File: src/rtl/mips_trace_pkg.sv
// mips_trace_pkg
// Shared definitions for the MIPS trace buffer: the controller state
// encoding and the width of the per-entry cycle stamp.
package mips_trace_pkg;

    typedef enum logic [1:0] {
        S_IDLE = 2'd0,
        S_RUN  = 2'd1,
        S_DONE = 2'd2
    } trace_state_t;

    localparam int CYCLE_W = 16;

endpackage

File: src/rtl/trace_ram.sv
// trace_ram
// Simple dual-port storage for trace entries: one synchronous write port
// and one synchronous read port with one cycle of read latency.
// The read register only loads when re is high, so rdata holds the last
// value read between reads.
// Ports:
//   clk    in   clock, rising edge
//   we     in   write enable
//   waddr  in   write address
//   wdata  in   write data
//   re     in   read enable
//   raddr  in   read address
//   rdata  out  registered read data (valid the cycle after re)
module trace_ram #(
    parameter int DEPTH = 16,
    parameter int WIDTH = 8,
    parameter int AW    = 4
) (
    input  logic             clk,
    input  logic             we,
    input  logic [AW-1:0]    waddr,
    input  logic [WIDTH-1:0] wdata,
    input  logic             re,
    input  logic [AW-1:0]    raddr,
    output logic [WIDTH-1:0] rdata
);

    logic [WIDTH-1:0] mem [DEPTH];

    always_ff @(posedge clk) begin
        if (we) begin
            mem[waddr] <= wdata;
        end
        if (re) begin
            rdata <= mem[raddr];
        end
    end

endmodule

File: src/rtl/mips_trace_buffer.sv
// mips_trace_buffer
// Change-triggered trace capture for a MIPS core. A start pulse clears the
// buffer and opens a capture window of RUN_CYCLES cycles. During the window
// the tuple {instruction, result, watch} is sampled every cycle and stored,
// together with a cycle stamp, on the first cycle and whenever it differs
// from the previous cycle's sample. After the window the block sits in DONE
// and entries can be popped oldest-first.
// Ports:
//   clk          in   clock, rising edge
//   rst_n        in   asynchronous active-low reset
//   start        in   pulse: clear buffer, begin a run (beats rd_en)
//   instruction  in   instruction being executed
//   result       in   ALU/write-back result
//   watch        in   watched register value
//   rd_en        in   pop request (honoured only in DONE with count>0)
//   rd_valid     out  one-cycle pulse, the cycle after an accepted pop
//   rd_instr     out  popped instruction
//   rd_result    out  popped result
//   rd_watch     out  popped watch value
//   rd_cycle     out  cycle stamp of the popped entry
//   count        out  number of stored entries
//   overflow     out  sticky: an entry was overwritten or dropped
//   busy         out  state == RUN
//   done         out  state == DONE
module mips_trace_buffer
    import mips_trace_pkg::*;
#(
    parameter int IW         = 16,
    parameter int DW         = 32,
    parameter int DEPTH      = 16,
    parameter int RUN_CYCLES = 36,
    parameter int WRAP       = 1
) (
    input  logic                     clk,
    input  logic                     rst_n,
    input  logic                     start,
    input  logic [IW-1:0]            instruction,
    input  logic [DW-1:0]            result,
    input  logic [DW-1:0]            watch,
    input  logic                     rd_en,
    output logic                     rd_valid,
    output logic [IW-1:0]            rd_instr,
    output logic [DW-1:0]            rd_result,
    output logic [DW-1:0]            rd_watch,
    output logic [15:0]              rd_cycle,
    output logic [$clog2(DEPTH):0]   count,
    output logic                     overflow,
    output logic                     busy,
    output logic                     done
);

    localparam int AW = $clog2(DEPTH);
    localparam int CW = AW + 1;
    localparam int SW = IW + 2 * DW;
    localparam int EW = SW + CYCLE_W;

    localparam logic [CYCLE_W-1:0] LAST_CYC = CYCLE_W'(RUN_CYCLES - 1);
    localparam logic [CW-1:0]      FULL_CNT = CW'(DEPTH);

    trace_state_t         state, state_nx;
    logic [AW-1:0]        wr_ptr, rd_ptr;
    logic [CYCLE_W-1:0]   cyc;
    logic [SW-1:0]        sample, prev_sample;
    logic                 changed, capture, full, wr_en, pop;
    logic                 rd_vld_p1;
    logic                 have_data;
    logic [EW-1:0]        ram_q;

    assign sample = {instruction, result, watch};

    // The first cycle of a run always writes, so prev_sample needs no reset.
    assign changed = (cyc == '0) || (sample != prev_sample);
    assign capture = (state == S_RUN) && !start && changed;
    assign full    = (count == FULL_CNT);
    assign wr_en   = capture && (!full || (WRAP != 0));
    assign pop     = (state == S_DONE) && !start && rd_en && (count != '0);

    always_comb begin
        state_nx = state;
        if (start) begin
            state_nx = S_RUN;
        end else begin
            case (state)
                S_RUN:   if (cyc == LAST_CYC) state_nx = S_DONE;
                default: state_nx = state;
            endcase
        end
    end

    always_ff @(posedge clk or negedge rst_n) begin
        if (!rst_n) begin
            state     <= S_IDLE;
            busy      <= 1'b0;
            done      <= 1'b0;
            count     <= '0;
            wr_ptr    <= '0;
            rd_ptr    <= '0;
            cyc       <= '0;
            overflow  <= 1'b0;
            rd_vld_p1 <= 1'b0;
            have_data <= 1'b0;
        end else begin
            state     <= state_nx;
            busy      <= (state_nx == S_RUN);
            done      <= (state_nx == S_DONE);
            rd_vld_p1 <= pop;
            if (pop) begin
                have_data <= 1'b1;
            end

            if (start) begin
                count    <= '0;
                wr_ptr   <= '0;
                rd_ptr   <= '0;
                cyc      <= '0;
                overflow <= 1'b0;
            end else begin
                if (state == S_RUN) begin
                    cyc <= cyc + CYCLE_W'(1);
                    if (capture) begin
                        if (full) begin
                            overflow <= 1'b1;
                            // Wrapping: the write lands on the oldest slot,
                            // so the read pointer steps past it.
                            if (WRAP != 0) begin
                                wr_ptr <= wr_ptr + AW'(1);
                                rd_ptr <= rd_ptr + AW'(1);
                            end
                        end else begin
                            wr_ptr <= wr_ptr + AW'(1);
                            count  <= count + CW'(1);
                        end
                    end
                end
                if (pop) begin
                    rd_ptr <= rd_ptr + AW'(1);
                    count  <= count - CW'(1);
                end
            end
        end
    end

    always_ff @(posedge clk) begin
        if (state == S_RUN) begin
            prev_sample <= sample;
        end
    end

    trace_ram #(
        .DEPTH (DEPTH),
        .WIDTH (EW),
        .AW    (AW)
    ) u_ram (
        .clk   (clk),
        .we    (wr_en),
        .waddr (wr_ptr),
        .wdata ({sample, cyc}),
        .re    (pop),
        .raddr (rd_ptr),
        .rdata (ram_q)
    );

    // ram_q holds between pops; have_data masks the uninitialised RAM
    // register so the outputs read zero until the first pop after reset.
    assign rd_valid = rd_vld_p1;
    assign {rd_instr, rd_result, rd_watch, rd_cycle} = have_data ? ram_q : '0;

endmodule

File: config.mk
export PLATFORM = sky130hd
export DESIGN_NAME = mips_trace_buffer
export DESIGN_NICKNAME = d
export VERILOG_FILES = /design/src/rtl/mips_trace_pkg.sv /design/src/rtl/trace_ram.sv /design/src/rtl/mips_trace_buffer.sv
export SDC_FILE = /design/constraint.sdc
export NUM_CORES = 1
export LEC_CHECK = 0
export BUFFER_PORTS_ARGS = -buffer_cell sky130_fd_sc_hd__buf_4
export CAP_MARGIN = 40
export CORE_ASPECT_RATIO = 1.25
export CORE_MARGIN = 5
export CORE_UTILIZATION = 50
export DETAILED_ROUTE_END_ITERATION = 6
export PLACE_DENSITY = 0.68
export SETUP_SLACK_MARGIN = 0.4
export SYNTH_ARGS = -nofsm -noshare
export SYNTH_HDL_FRONTEND = slang
export SYNTH_SLANG_ARGS = --single-unit
File: constraint.sdc
create_clock -name clk -period 17.8 [get_ports clk]
set_clock_uncertainty 0.15 [all_clocks]
set_input_delay 1.78 -clock clk [delete_from_list [all_inputs] [get_ports clk]]
set_output_delay 1.78 -clock clk [all_outputs]
set_load 0.005 [all_outputs]
==> results of run 1 <==
[layer usage]
metal,routed length (µm),GRT usage,vias to the layer above
met5,57,0,-
met4,3710,0.0590,8
met3,9380,0.0394,224
met2,82400,0.387,1090
met1,64500,0.294,17900
li1,-,-,14600
[placed cells by master, fill, tap and decap left out, types with 11 or more instances in the layout]
cell type,n
sky130_fd_sc_hd__a21oi_1,103
sky130_fd_sc_hd__nor2_4,12
sky130_fd_sc_hd__nand4_1,19
sky130_fd_sc_hd__bufinv_16,17
sky130_fd_sc_hd__nor2_1,32
sky130_fd_sc_hd__o21ai_0,195
sky130_fd_sc_hd__and2_1,98
sky130_fd_sc_hd__buf_4,248
sky130_fd_sc_hd__diode_2,11
sky130_fd_sc_hd__a22oi_1,96
sky130_fd_sc_hd__mux4_2,192
sky130_fd_sc_hd__dfrtp_1,31
sky130_fd_sc_hd__a221oi_1,96
sky130_fd_sc_hd__edfxtp_1,1712
sky130_fd_sc_hd__clkinv_1,33
sky130_fd_sc_hd__clkbuf_16,165
sky130_fd_sc_hd__xor2_1,43
sky130_fd_sc_hd__mux2i_1,291
sky130_fd_sc_hd__nand2_1,112
sky130_fd_sc_hd__buf_16,13
sky130_fd_sc_hd__mux2_2,97
sky130_fd_sc_hd__xnor2_1,55
sky130_fd_sc_hd__nor4_1,13
sky130_fd_sc_hd__clkbuf_1,36
sky130_fd_sc_hd__clkinv_2,24
[worst paths after layout]
check / from / to / slack, ns
setup / recovery: result[22] / u_ram.mem[7][53] / 11.54
hold / removal: overflow / overflow / 0.40
setup reg to reg: cyc[12] / u_ram.mem[7][53] / 12.00
hold reg to reg: overflow / overflow / 0.40
max in group asynchronous: rst_n / rd_ptr[0] / 16.18
min in group asynchronous: rst_n / count[2] / 0.85
[logic make-up (layout without fill, tap and decap cells)]
| family | count (synthesis) | in the layout |
|---|---|---|
| compound gates | 507 | 507 |
| xor+xnor | 98 | 98 |
| fa+ha+maj | 11 | 11 |
| buf+inv | 192 | 583 |
| flops | 1748 | 1748 |
| mux | 583 | 583 |
| other cells | 0 | 11 |
| simple gates | 330 | 330 |
[cells in the mapped netlist (2+ instances only)]
cell and number:
sky130_fd_sc_hd__a21o_1 2, sky130_fd_sc_hd__a21oi_1 103, sky130_fd_sc_hd__a221oi_1 96, sky130_fd_sc_hd__a22oi_1 96
sky130_fd_sc_hd__a31oi_1 2, sky130_fd_sc_hd__and2_1 99, sky130_fd_sc_hd__and3_1 2, sky130_fd_sc_hd__and4_1 3
sky130_fd_sc_hd__buf_1 2, sky130_fd_sc_hd__buf_2 75, sky130_fd_sc_hd__buf_4 3, sky130_fd_sc_hd__clkbuf_1 100
sky130_fd_sc_hd__dfrtp_1 36, sky130_fd_sc_hd__edfxtp_1 1712, sky130_fd_sc_hd__ha_1 10, sky130_fd_sc_hd__inv_1 11
sky130_fd_sc_hd__mux2_1 2, sky130_fd_sc_hd__mux2_2 97, sky130_fd_sc_hd__mux2i_1 291, sky130_fd_sc_hd__mux4_2 192
sky130_fd_sc_hd__nand2_1 113, sky130_fd_sc_hd__nand2b_1 8, sky130_fd_sc_hd__nand3_1 4, sky130_fd_sc_hd__nand3b_1 2
sky130_fd_sc_hd__nand4_1 19, sky130_fd_sc_hd__nor2_1 44, sky130_fd_sc_hd__nor2b_1 6, sky130_fd_sc_hd__nor3_1 5
sky130_fd_sc_hd__nor4_1 13, sky130_fd_sc_hd__nor4b_2 2, sky130_fd_sc_hd__o2111ai_1 2, sky130_fd_sc_hd__o211ai_1 3
sky130_fd_sc_hd__o21ai_0 195, sky130_fd_sc_hd__or3_1 2, sky130_fd_sc_hd__xnor2_1 55, sky130_fd_sc_hd__xor2_1 43
[registers in the layout (all words and copies together) (netlist names)]
register	flops
u_ram.mem	1536
u_ram.rdata	96
prev_sample	80
cyc	16
count	5
rd_ptr	4
wr_ptr	4
state	2
busy	1
done	1
have_data	1
overflow	1
rd_valid	1
[layout make-up]
type,instances,area (µm²),area share
sequential,1748,52300,0.682
clock inverter,95,1030,0.0134
timing repair buffer,270,2370,0.0309
antenna,11,27.5,0.000358
multi-input combinational,1529,14400,0.188
tap,1748,2190,0.0285
clock buffer,207,4350,0.0566
inverter,11,46.3,0.000603
[metrics by stage]
| step | power [mW] | area (µm²) | utilization | hold slack (ns) | instances |
|---|---|---|---|---|---|
| floorplan | 5.10 | 67400 | - | 0.336 | 3469 |
| global placement | 5.28 | 70900 | 0.529 | 0.371 | 5288 |
| detailed placement | 5.30 | 71400 | 0.533 | 0.389 | 5306 |
| CTS | 8.78 | 76800 | 0.573 | 0.404 | 5608 |
| global route | 8.98 | 76800 | 0.573 | 0.434 | 5611 |
| finish | 8.71 | 76800 | 0.573 | 0.400 | 5619 |
[critical path: cells and delay by family]
family          cells  cell delay, ns
xor+xnor            1            0.45
compound gates      1            0.54
simple gates        5            1.77
buf+inv             4            1.88
[report_power, final]
group / leakage, nW / internal [mW] / switching [mW]
clock: 2.63 / 1.99 / 1.51
sequential: 16.1 / 4.59 / 0.0268
combinational: 5.93 / 0.260 / 0.333
total: 24.7 / 6.84 / 1.87
==> metrics.cfg, run 1 <==
[run_status]
outcome=completed

[route]
residual_antenna_violating_net_count_after_detailed_routing=0
drc=0
first_pass_iters=5
vias=33800
drt-vias-per-instance=6.01
routed_length_per_placed_instance_um=28.5
finalWirelength_mm=160
detail_route.iter0.violations=3296

[setup_path]
critical_path_required_ns=18.06
end_kind=flip-flop
crit_path_max_incr_delay_ns=0.86
path_cells=buf_4, xor2_1, nor4_1, clkdlybuf4s18_2, nand4_1, nor2_1, a21boi_4, nand2b_1, nor2_4, buf_4, buf_4
cpMaxStageDelayCell=sky130_fd_sc_hd__nor2_4
path_max_fanout=40
startpoint_types=input pin
critPathArrivalTime_ns=6.52
worst_r2r_path_depth=9
worstSetupPathType=in -> reg
critical-path-top-cell-by-count=sky130_fd_sc_hd__buf_4

[floorplan]
chipHeight_um=421
start_util=0.503
dieArea_mm2=0.142
ioPinCount=189
fp.dieW_um=339
core_area_mm2=0.134
num_rows=150

[synthesis]
synth_area_mm2=0.0674
netlist.top_cell.by_area=sky130_fd_sc_hd__edfxtp_1
post_synth_inst_count=3469
synth_nets=3564
synth-warning-count=0
postSynthAreaPerCell_um2=19.4
synth_compound_gate_area_share=0.0474
ys_types=55
yosysSeqAreaShare=0.776
synth-adder-area-share=0.00215
synth_ff_type=sky130_fd_sc_hd__edfxtp_1
synth_top_family_by_area=multiplexers
yosys-mux-area-fraction=0.124
synth_enable_flop_cells=1712
synth_xor_area_frac=0.0127
synth-seq-cells=1748
synth-simple-area-share=0.0257
asyncSetResetFlopFracSynth=0.0206
yosys_top_cell_area_share=0.762
netlist_top_cells_area=sky130_fd_sc_hd__edfxtp_1 (76%), sky130_fd_sc_hd__mux4_2 (6.4%), sky130_fd_sc_hd__mux2i_1 (4.3%)

[sta]
grt_setup_unrepaired=false
setup-tns-final_ns=0
timing_hold_violations_final=0
period_needed_ns=6.26
worst_slew_margin_rel=0.307
setup_violations=0
final.period_utilization=0.352
tightest_slew_ns=1.04
slew_viol_final=0
fmax_mhz=160
finalWorstSetupSlack_ns=11.54

[place]
finalWeightedCongestion=0.743
portBuffers=188
pre_cts_slack_ns=10.72
hpwlAfterDp_mm=88.3

[global_routing]
grt_pass1_vias=34400
grt_overflow_total=0
grt_antenna_before_repair=16
maximum_number_of_pins_on_one_net_before_global_route_repair=158
first_pass_grt_wire_length_mm=234
groute.usage.overall=0.223

[power_and_ir_drop]
irDropWorstVdd_mv=0.104
p_leak_nw=24.7
pwr_density_cell_mw_per_mm2=113

[clock_network]
ctsLongestPathBuffers=3
cts_post_setup_buffers_inserted=0
tritoncts.num_buffers=165
clock_latency_ns=0.80
ctsRootBufferMaster=sky130_fd_sc_hd__clkbuf_16
tritoncts=done
hold_buffers=0
tritoncts_num_sinks=1748
clk_pin_slew_ns=0.07
post_cts_resize_count=0
clock_tree.htree_level_count=4

[cells_and_area]
fill_cells=9872
drive_gt1_frac=0.215
final_net_count=3820
layout_area_growth_over_synthesis_pct=13.8

[hold_path]
timing.hold.worst.class=reg -> reg
min_path_cells=2

[run]
max-cap-violations=0

Note: power is estimated with default switching activity, not from simulation.
==> run 2: changes to the inputs <==
==> constraint.sdc (replaced) <==
create_clock -name clk -period 5.98 [get_ports clk]
set_clock_uncertainty 0.15 [all_clocks]
set_input_delay 0.598 -clock clk [delete_from_list [all_inputs] [get_ports clk]]
set_output_delay 0.598 -clock clk [all_outputs]
set_load 0.005 [all_outputs]
==> run 2 against run 1 <==
Via count up 0.43%. Non-clock buffer count up 84. Total power rose to 3.0 times the previous value. Flip-flop and latch count unchanged. Cell area up 1.1%. Critical endpoint is now u_ram.mem[4][88]. Largest cell class unchanged. Largest power group unchanged.
==> metrics.cfg, run 2 (synthesis results as in run 1) <==
[floorplan]
dieArea_mm2=0.142  ; unchanged
fp.dieW_um=339  ; unchanged
ioPinCount=189  ; unchanged
core_area_mm2=0.134  ; unchanged
chipHeight_um=421  ; unchanged
num_rows=150  ; unchanged
start_util=0.503  ; unchanged

[clock_network]
post_cts_resize_count=0  ; unchanged
ctsLongestPathBuffers=3  ; unchanged
tritoncts=done  ; unchanged
clock_latency_ns=0.80  ; about the same
clk_pin_slew_ns=0.06  ; was 0.07 ns
cts_post_setup_buffers_inserted=0  ; unchanged
tritoncts_num_sinks=1748  ; unchanged
tritoncts.num_buffers=163  ; was 165
ctsRootBufferMaster=sky130_fd_sc_hd__clkbuf_16  ; unchanged
hold_buffers=79  ; was 0
clock_tree.htree_level_count=4  ; unchanged

[sta]
slew_viol_final=0  ; unchanged
fmax_mhz=229
tightest_slew_ns=0.894  ; was 1.04 ns
worst_slew_margin_rel=0.399  ; was 0.307
final.period_utilization=0.729
timing_hold_violations_final=0  ; unchanged
setup-tns-final_ns=0  ; unchanged
setup_violations=0  ; unchanged
grt_setup_unrepaired=false  ; unchanged
period_needed_ns=4.36
finalWorstSetupSlack_ns=1.62  ; was 11.54 ns

[setup_path]
cpMaxStageDelayCell=sky130_fd_sc_hd__dfrtp_1  ; was sky130_fd_sc_hd__nor2_4
path_max_fanout=67  ; was 40
worst_r2r_path_depth=10  ; was 9
critical_path_required_ns=6.24  ; was 18.06 ns
rr_startpoint=cyc[13]  ; was cyc[12]
worstSetupPathType=reg -> reg  ; was in -> reg
regToRegSetupSlack_ns=1.62  ; was 12.00 ns
regToRegEndpoint=u_ram.mem[4][88]  ; was u_ram.mem[7][53]
critical-path-top-cell-by-count=sky130_fd_sc_hd__buf_12  ; was sky130_fd_sc_hd__buf_4
critPathArrivalTime_ns=4.62  ; was 6.52 ns
crit_path_max_incr_delay_ns=0.58  ; was 0.86 ns
end_kind=flip-flop  ; unchanged
startpoint_types=flip-flop  ; was input pin
path_cells=nor4_1, and4_1, a311oi_1, and4_4, a21boi_4, nand2b_1, buf_4, nor2_4, buf_12, buf_12  ; was buf_4, xor2_1, nor4_1, clkdlybuf4s18_2, nand4_1, nor2_1, a21boi_4, nand2b_1, nor2_4, buf_4, buf_4

[global_routing]
grt_pass1_vias=34800  ; was 34400
maximum_number_of_pins_on_one_net_before_global_route_repair=97  ; was 158
first_pass_grt_wire_length_mm=230  ; was 234 mm
groute.usage.overall=0.218  ; was 0.223
grt_antenna_before_repair=14  ; was 16
grt_overflow_total=0  ; unchanged

[route]
routed_length_per_placed_instance_um=27.5  ; was 28.5 µm
drt-vias-per-instance=5.96  ; was 6.01
drc=0  ; unchanged
finalWirelength_mm=156  ; was 160 mm
detail_route.iter0.violations=3047  ; was 3296
first_pass_iters=5  ; unchanged
residual_antenna_violating_net_count_after_detailed_routing=0  ; unchanged
vias=33900  ; was 33800

[cells_and_area]
multi_input_comb_area_mm2=0.0144  ; unchanged
reg.largest.list=u_ram.mem: 1536 flops, u_ram.rdata: 96 flops, prev_sample: 80 flops  ; unchanged
largest_register=u_ram.mem  ; unchanged
final_common_cell=sky130_fd_sc_hd__edfxtp_1  ; unchanged
largest_register_ff_count=1536  ; unchanged
layout_area_growth_over_synthesis_pct=15.1  ; was 13.8%
final_net_count=3902  ; was 3820
post-route-util=0.579  ; was 0.573
postLayoutCellArea_mm2=0.0776  ; was 0.0768 mm²
regArea_mm2=0.0523  ; unchanged
drive_gt1_frac=0.209  ; was 0.215
layout_common_cells=sky130_fd_sc_hd__edfxtp_1 (1712), sky130_fd_sc_hd__mux2i_1 (291), sky130_fd_sc_hd__buf_4 (237), sky130_fd_sc_hd__o21ai_0 (195), sky130_fd_sc_hd__mux4_2 (192)  ; was sky130_fd_sc_hd__edfxtp_1 (1712), sky130_fd_sc_hd__mux2i_1 (291), sky130_fd_sc_hd__buf_4 (248), sky130_fd_sc_hd__o21ai_0 (195), sky130_fd_sc_hd__mux4_2 (192)
fill_cells=9782  ; was 9872

[power_and_ir_drop]
p_leak_nw=25.0  ; was 24.7 nW
pwr_density_cell_mw_per_mm2=333  ; was 113 mW/mm²
power_total_mw=25.8  ; was 8.71 mW
irDropWorstVdd_mv=0.243  ; was 0.104 mV

[hold_path]
hold_start=instruction[13]  ; was overflow
min_path_cells=1  ; was 2
timing.hold.worst.class=in -> reg  ; was reg -> reg
holdPathEnd=prev_sample[77]  ; was overflow

[run_status]
outcome=completed  ; unchanged

[run]
max-cap-violations=0  ; unchanged

[place]
pre_cts_slack_ns=1.45  ; was 10.72 ns
finalWeightedCongestion=0.783  ; was 0.743
portBuffers=188  ; unchanged
hpwlAfterDp_mm=87.2  ; was 88.3 mm
placed_area_mm2=0.0715  ; was 0.0714 mm²

==> run 2: changes by cell type in the layout (fill, tap and decap cells not counted), sizes merged <==
cell,delta
clkbuf,+1
dlygate4sd3,+79
diode,-6
bufinv,-1
buf,+4
inv,-7
clkinv,+1
clkdlybuf4s15,+1
clkinvlp,-1
==> run 2: critical path: cells and delay by family, from the launching register on <==
kind / cells / cell delay, ns
DFF: 1 / 0.58
and+or+nand+nor: 5 / 1.53
AOI/OAI and AO/OA: 2 / 0.68
buffers and inverters: 3 / 0.94
==> run 2: where the power goes <==
part	internal [mW]	total, mW	switching (mW)	leakage, nW
Combinational	0.808	1.82	1.01	6.29
Clock	5.83	10.3	4.46	2.58
Sequential	13.7	13.7	0.0824	16.1
==> run 2: how the worst max path moves through the flow <==
stage | slack [ns] | depth (start not counted) | start | endpoint
3_5_place_dp | 1.45 | 11 | instruction[3] | u_ram.mem[4][77]
4_1_cts | 1.62 | 9 | cyc[13] | u_ram.mem[0][76]
2_1_floorplan | -1.69 | 8 | cyc[7] | u_ram.mem[0][0]
3_3_place_gp | 1.27 | 10 | watch[5] | u_ram.mem[4][82]
5_1_grt | 1.48 | 10 | cyc[13] | u_ram.mem[4][74]
6_report | 1.62 | 10 | cyc[13] | u_ram.mem[4][88]
==> run 2: area by class of cell <==
type / instances / share of cell area
inverters: 11 / 0.000596
clock inverters: 87 / 0.0128
repair buffers: 354 / 0.0428
multi-input cells: 1529 / 0.186
flip-flops and latches: 1748 / 0.674
well taps: 1748 / 0.0282
clock buffers: 208 / 0.0555
diodes: 5 / 0.000161
==> run 2: metrics by stage <==
step / std cells / hold slack, ns
after floorplan: 3469 / 0.152
after global placement: 5300 / 0.350
after detailed placement: 5311 / 0.360
after CTS: 5685 / 0.0000132
after global routing: 5687 / 0.0258
final: 5690 / 0.0620
==> run 2: metal layers <==
metal	vias to the layer above	track usage	wire, µm
met5	-	0	53
met4	8	0.0676	4340
met3	240	0.0321	8270
met2	1087	0.382	81200
met1	17800	0.285	62400
li1	14700	-	-
